## config.mk

```make
export PLATFORM = sky130hd
export DESIGN_NAME = ddr2_test_seq_ctrl
export DESIGN_NICKNAME = d
export VERILOG_FILES = /design/src/rtl/ddr2_test_seq_ctrl.sv
export SDC_FILE = /design/constraint.sdc
export NUM_CORES = 1
export LEC_CHECK = 0
export CAP_MARGIN = 5
export CORE_ASPECT_RATIO = 2
export CORE_UTILIZATION = 35
export DETAILED_ROUTE_END_ITERATION = 8
export GPL_TIMING_DRIVEN = 0
export PLACE_DENSITY_LB_ADDON = 0.1
export SYNTH_ARGS = -nofsm -noshare
export SYNTH_HDL_FRONTEND = slang
export SYNTH_SLANG_ARGS = --single-unit
```

## constraint.sdc

```tcl
create_clock -name clk -period 3.81 [get_ports clk]
set_clock_uncertainty 0.2 [all_clocks]
set_input_delay 0.762 -clock clk [delete_from_list [all_inputs] [get_ports clk]]
set_output_delay 0.762 -clock clk [all_outputs]
set_load 0.05 [all_outputs]
```

## src/rtl/ddr2_test_seq_ctrl.sv

```systemverilog
// ddr2_test_seq_ctrl: DDR2 self-test traffic sequencer.
// Writes NUM_BURSTS two-beat bursts of a byte-replicated counting pattern
// through the app FIFOs. It then reads the bursts back and presents the
// expected beat on app_compare_data one cycle after each read_data_valid.
// It also folds the compare block's sticky error into test_done and test_pass.
// Optional feature macro: TEST_TIMEOUT_EN adds a read watchdog (TIMEOUT_CYC cycles).
module ddr2_test_seq_ctrl #(
  parameter int DQ_WIDTH    = 32,
  parameter int ADDR_WIDTH  = 31,
  parameter int NUM_BURSTS  = 16,
  parameter int ADDR_STEP   = 4,
  parameter int TIMEOUT_CYC = 1024
) (
  input  logic                    clk,
  input  logic                    reset,
  input  logic                    init_done,
  input  logic                    run_continuous,
  input  logic                    app_af_afull,
  input  logic                    app_wdf_afull,
  input  logic                    read_data_valid,
  input  logic                    error,
  output logic                    app_af_wren,
  output logic [2:0]              app_af_cmd,
  output logic [ADDR_WIDTH-1:0]   app_af_addr,
  output logic                    app_wdf_wren,
  output logic [2*DQ_WIDTH-1:0]   app_wdf_data,
  output logic [DQ_WIDTH/4-1:0]   app_wdf_mask_data,
  output logic [2*DQ_WIDTH-1:0]   app_compare_data,
  output logic                    test_done,
  output logic                    test_pass,
  output logic                    test_timeout,
  output logic [15:0]             pass_count
);

  localparam int         BEAT_W      = 2 * DQ_WIDTH;
  localparam int         BYTES       = DQ_WIDTH / 8;
  localparam logic [8:0] LAST_BURST  = 9'(NUM_BURSTS - 1);
  localparam logic [9:0] TOTAL_BEATS = 10'(2 * NUM_BURSTS);
  localparam logic [7:0] SEED_STEP   = 8'(2 * NUM_BURSTS);
  localparam logic [2:0] CMD_WRITE   = 3'b000;
  localparam logic [2:0] CMD_READ    = 3'b001;

  // Reject configurations the counters cannot represent.
  if (NUM_BURSTS < 1 || NUM_BURSTS > 256 || (DQ_WIDTH % 8) != 0 ||
      TIMEOUT_CYC < 1 || TIMEOUT_CYC > 65535) begin : g_bad_param
    $error("ddr2_test_seq_ctrl: illegal parameter combination");
  end

  typedef enum logic [2:0] {IDLE, WRITE, READ, WAIT_RD, DONE} state_t;

  state_t     state;
  logic [7:0] seed;          // pattern value of beat 0 in the current pass
  logic [7:0] wk;            // write beat index, only the low byte matters
  logic [8:0] burst_idx;     // burst counter, reused for write then read commands
  logic       second_beat;   // next write beat is the 2nd of its burst
  logic [9:0] rk;            // read beats received this pass
  logic       rd_accept;

  // Beat k: every rise byte is k, every fall byte is ~k.
  function automatic logic [BEAT_W-1:0] pattern(input logic [7:0] k);
    return {{BYTES{k}}, {BYTES{~k}}};
  endfunction

  function automatic logic [ADDR_WIDTH-1:0] burst_addr(input logic [8:0] idx);
    return ADDR_WIDTH'(idx) * ADDR_WIDTH'(ADDR_STEP);
  endfunction

  // Read beats may arrive while commands are still being issued, so any active
  // state counts them; surplus beats beyond the pass total are dropped.
  assign rd_accept = read_data_valid && (rk != TOTAL_BEATS) &&
                     (state == WRITE || state == READ || state == WAIT_RD);

  assign app_wdf_mask_data = '0;

`ifdef TEST_TIMEOUT_EN
  localparam logic [15:0] WD_LAST = 16'(TIMEOUT_CYC - 1);
  logic [15:0] wd_cnt;
`else
  assign test_timeout = 1'b0;
`endif

  // Sequencer FSM with registered strobes, pattern data and pass status.
  always_ff @(posedge clk or posedge reset) begin
    if (reset) begin
      state            <= IDLE;
      seed             <= '0;
      wk               <= '0;
      burst_idx        <= '0;
      second_beat      <= 1'b0;
      rk               <= '0;
      app_af_wren      <= 1'b0;
      app_af_cmd       <= '0;
      app_af_addr      <= '0;
      app_wdf_wren     <= 1'b0;
      app_wdf_data     <= '0;
      app_compare_data <= '0;
      test_done        <= 1'b0;
      test_pass        <= 1'b0;
      pass_count       <= '0;
`ifdef TEST_TIMEOUT_EN
      test_timeout     <= 1'b0;
      wd_cnt           <= '0;
`endif
    end else begin
      app_af_wren  <= 1'b0;
      app_wdf_wren <= 1'b0;

      if (rd_accept) begin
        app_compare_data <= pattern(seed + rk[7:0]);
        rk               <= rk + 10'd1;
      end

      case (state)
        IDLE: begin
          if (init_done) state <= WRITE;
        end

        WRITE: begin
          // The 2nd beat and its write command go out together or not at all.
          if (!app_wdf_afull && (!second_beat || !app_af_afull)) begin
            app_wdf_wren <= 1'b1;
            app_wdf_data <= pattern(seed + wk);
            wk           <= wk + 8'd1;
            second_beat  <= ~second_beat;
            if (second_beat) begin
              app_af_wren <= 1'b1;
              app_af_cmd  <= CMD_WRITE;
              app_af_addr <= burst_addr(burst_idx);
              if (burst_idx == LAST_BURST) begin
                burst_idx <= '0;
                state     <= READ;
              end else begin
                burst_idx <= burst_idx + 9'd1;
              end
            end
          end
        end

        READ: begin
          if (!app_af_afull) begin
            app_af_wren <= 1'b1;
            app_af_cmd  <= CMD_READ;
            app_af_addr <= burst_addr(burst_idx);
            if (burst_idx == LAST_BURST) begin
              burst_idx <= '0;
              state     <= WAIT_RD;
            end else begin
              burst_idx <= burst_idx + 9'd1;
            end
          end
        end

        WAIT_RD: begin
          if (rk == TOTAL_BEATS) begin
            state      <= DONE;
            test_done  <= 1'b1;
            test_pass  <= !error;
            pass_count <= pass_count + 16'd1;
`ifdef TEST_TIMEOUT_EN
            wd_cnt     <= '0;
          end else if (!read_data_valid && wd_cnt == WD_LAST) begin
            state        <= DONE;
            test_done    <= 1'b1;
            test_pass    <= 1'b0;
            test_timeout <= 1'b1;
            pass_count   <= pass_count + 16'd1;
            wd_cnt       <= '0;
          end else if (read_data_valid) begin
            wd_cnt <= '0;
          end else begin
            wd_cnt <= wd_cnt + 16'd1;
`endif
          end
        end

        DONE: begin
          if (run_continuous) begin
            state       <= WRITE;
            seed        <= seed + SEED_STEP;
            wk          <= '0;
            rk          <= '0;
            burst_idx   <= '0;
            second_beat <= 1'b0;
            test_done   <= 1'b0;
            test_pass   <= 1'b0;
`ifdef TEST_TIMEOUT_EN
            test_timeout <= 1'b0;
`endif
          end
        end

        default: state <= IDLE;
      endcase
    end
  end

endmodule
```

==> metrics.txt <==
TritonRoute pass-1 iters 4; diode count 0; FF-to-FF path depth 6; P per Cell Area 931 mW/mm²; Synth Area in Adders 2.57%; Worst Path Max Fanout 10; Max Cap Violations 0; post-synthesis sequential area ratio about 44%; Slew Viols, Final 0; clk slew on worst S/H paths roughly 0.060 ns; core area between 0.015 and 0.02 mm²; Static Leak roughly 0.0036 µW; antenna viol nets, final 0; drt initial violations 223; Top FF cell, synth dfrtp_1; Clock Sinks 96; layout cells sized above 1 about a quarter; synth unique cells between 50 and 60; final worst path period share between 70% and 80%; overall global routing resource usage between 10% and 20%; Post-CTS Resized 0; initial antenna violation count 0; main combinational cell family by area after synthesis buffers and inverters; WL final between 10000 and 15000 µm; status finished, final reports clean; cells along the critical path clkdlybuf4s50_1 > or3b_2 > a211oi_1 > buf_2 > o221ai_1 > a32o_1; fmax roughly 350 MHz; vias per inst 4.59; sw frac 50.0%; Final Setup Violations 0; Die Y 179 µm; post-synthesis xor/xnor area fraction under 10%; first-pass GRT wire length approximately 21000 µm; die area 0.0161 mm²; Post-DP HPWL approximately 9700 µm; Clk pwr share approximately an eighth; yosys warns 0; Synth Area in Compound Gates 8.92%; PortBufs between 150 and 200; drt drc 0; FP Rows 64; crit start category input port; Layout area overhead 43.4%; min Tclk post-route roughly 2.9 ns; Skew-Pair Late Insertion Delay 0.34 ns; Internal Power roughly 3600 µW; Initial Util 35.7%; Post-Synth Simple-Gate Area about 16%; Post-synth EDFFs 0; total power ~7300 µW; Total Nets Final 781; Crit Path Category in -> reg; Die X-Extent 90.3 µm; post-place setup slack 0.651 ns; post-synthesis mux area share 3.88%; most common cell after layout, fill and taps aside clkdlybuf4s50_1; max_slew headroom a little over half; Crit path required time ~3.8 ns; hold crit path type reg -> reg; # fillers 1402; Avg Inst Size Synth a little under 10 µm²; RSZ-0062 raised after global routing false; synthesized instance count about 550; Overflow after GRT 0; Largest stage delay, worst path 0.54 ns; VDD IR max ~0.35 mV; Cell Area, Synth between 0.005 and 0.006 mm²; most frequent cells in the layout clkdlybuf4s50_1 (165), buf_4 (130), dfrtp_1 (96), nand2_1 (53), conb_1 (33); Final Hold Vio Count 0; switching power 3640 µW; Worst-Margin Slew 0.681 ns; critical path's slowest cell or3b_2; via count approximately 4400; vias in the first global route roughly 4300; CTS tree done; I/O pin cnt approximately 200; Worst Path Arrival roughly 2.9 ns; worst-case clock buffer depth 2; H-tree depth 3; Avg WL per Cell roughly 13 µm; worst hold path depth 1; ys async rst share 100%; post-CTS setup repair buffer count 0; number of hold buffers added after cts 0; Comb power frac a little under two thirds; largest net degree at the start of global routing 64; Placer Congestion around 0.83; total CTS buffers 9; Yosys reg bits 96; final core occ about half; CTS Root Cell clkbuf_16; Flop pwr share 23.1%; crit end category flip-flop; Final Worst Setup Slack between 0.9 and 1 ns
-- final timing paths --
| check | startpoint | endpoint | slack (ns) |
|---|---|---|---|
| max in group asynchronous | reset | app_af_addr[9]$_DFFE_PP0P_ | 2.17 |
| min | pass_count[15]$_DFFE_PP0P_ | pass_count[15]$_DFFE_PP0P_ | 0.28 |
| min reg2reg | pass_count[15]$_DFFE_PP0P_ | pass_count[15]$_DFFE_PP0P_ | 0.28 |
| max reg2reg | rk[0]$_DFF_PP0_ | pass_count[12]$_DFFE_PP0P_ | 1.33 |
| max | app_af_afull | state[0]$_DFFE_PP0P_ | 0.95 |
| min in group asynchronous | reset | test_pass$_DFFE_PP0P_ | 0.59 |
-- critical path, delay by kind of cell --
kind | cells | cell delay, ns
buffers and inverters | 2 | 0.82
AO/OA/AOI/OAI | 3 | 0.76
AND/OR/NAND/NOR | 1 | 0.54
-- power groups by stage --
stage | registers [µW] | logic [µW] | clock network, µW
3_5_place_dp | 1710 | 4660 | 0
2_1_floorplan | 2260 | 2720 | 0
3_3_place_gp | 1690 | 4620 | 0
6_report | 1680 | 4630 | 969
5_1_grt | 1750 | 4840 | 1040
4_1_cts | 1690 | 4670 | 999
-- flip-flops by register name, indices dropped and copies added (netlist names) --
signal            cells
burst_idx             9
app_wdf_data         16
second_beat           1
pass_count           16
state                 3
app_wdf_wren          1
app_af_wren           1
wk                    8
app_af_cmd            1
test_pass             1
seed                  3
app_af_addr           9
test_done             1
rk                   10
app_compare_data     16
-- cell type report --
type                       instances  area, µm²  share of cell area [%]
sequential                        96       2400                    30.7
buffer                           145       1040                    13.3
inverter                          16       62.6                   0.800
clock inverter                     7       92.6                    1.18
tap                              198        248                    3.17
clock buffer                       9        225                    2.88
timing repair buffer             166       1680                    21.5
multi-input combinational        329       2070                    26.5
-- cell families (layout without fill, tap and decap cells) --
| family | after synthesis | in the layout |
|---|---|---|
| AO/OA/AOI/OAI | 81 | 81 |
| buffers and inverters | 161 | 343 |
| other | 1 | 33 |
| flip-flops | 96 | 96 |
| AND/OR/NAND/NOR | 160 | 160 |
| multiplexers | 19 | 19 |
| XOR/XNOR | 26 | 26 |
| adder cells (fa/ha/maj) | 10 | 10 |
-- metrics by stage --
step           cells  hold slack (ns)  instance area (µm²)  TNS (ns)
6_report         966            0.276                 7820         0
5_1_grt          966            0.300                 7820         0
4_1_cts          966            0.284                 7820         0
3_5_place_dp     950            0.265                 7500         0
3_3_place_gp     949            0.263                 7470   -110.23
2_1_floorplan    586            0.289                 5570         0
-- Yosys cell counts, types with 3 or more instances --
cell	instances	area [µm²]
ha_1	8	100
buf_4	130	976
nor3_1	8	40.0
clkbuf_1	8	30.0
o21ai_0	28	140
and4_1	3	26.3
or4_1	3	22.5
xor2_1	12	105
a32o_1	3	30.0
inv_1	16	60.1
nand2_1	53	199
and2_1	3	18.8
buf_2	5	25.0
or3_1	7	43.8
dfrtp_1	96	2400
o21a_1	3	22.5
or2_2	3	18.8
nor4_1	11	68.8
nand4_1	12	75.1
o31ai_1	3	22.5
nand3_1	20	100
o211ai_1	7	52.6
nor3b_1	4	30.0
a21oi_1	24	120
nor2_1	14	52.6
mux2_2	17	191
xnor2_1	13	114
-- layer usage --
metal  vias up  global-route usage, %  wire, µm
li1       2168                      -         -
met1      2107                   17.5      4930
met2       139                   29.6      6900
met3        17                   2.56       470
met4         0                   6.59       256
met5         -                      0         0
Note: power is estimated with default switching activity, not from simulation.
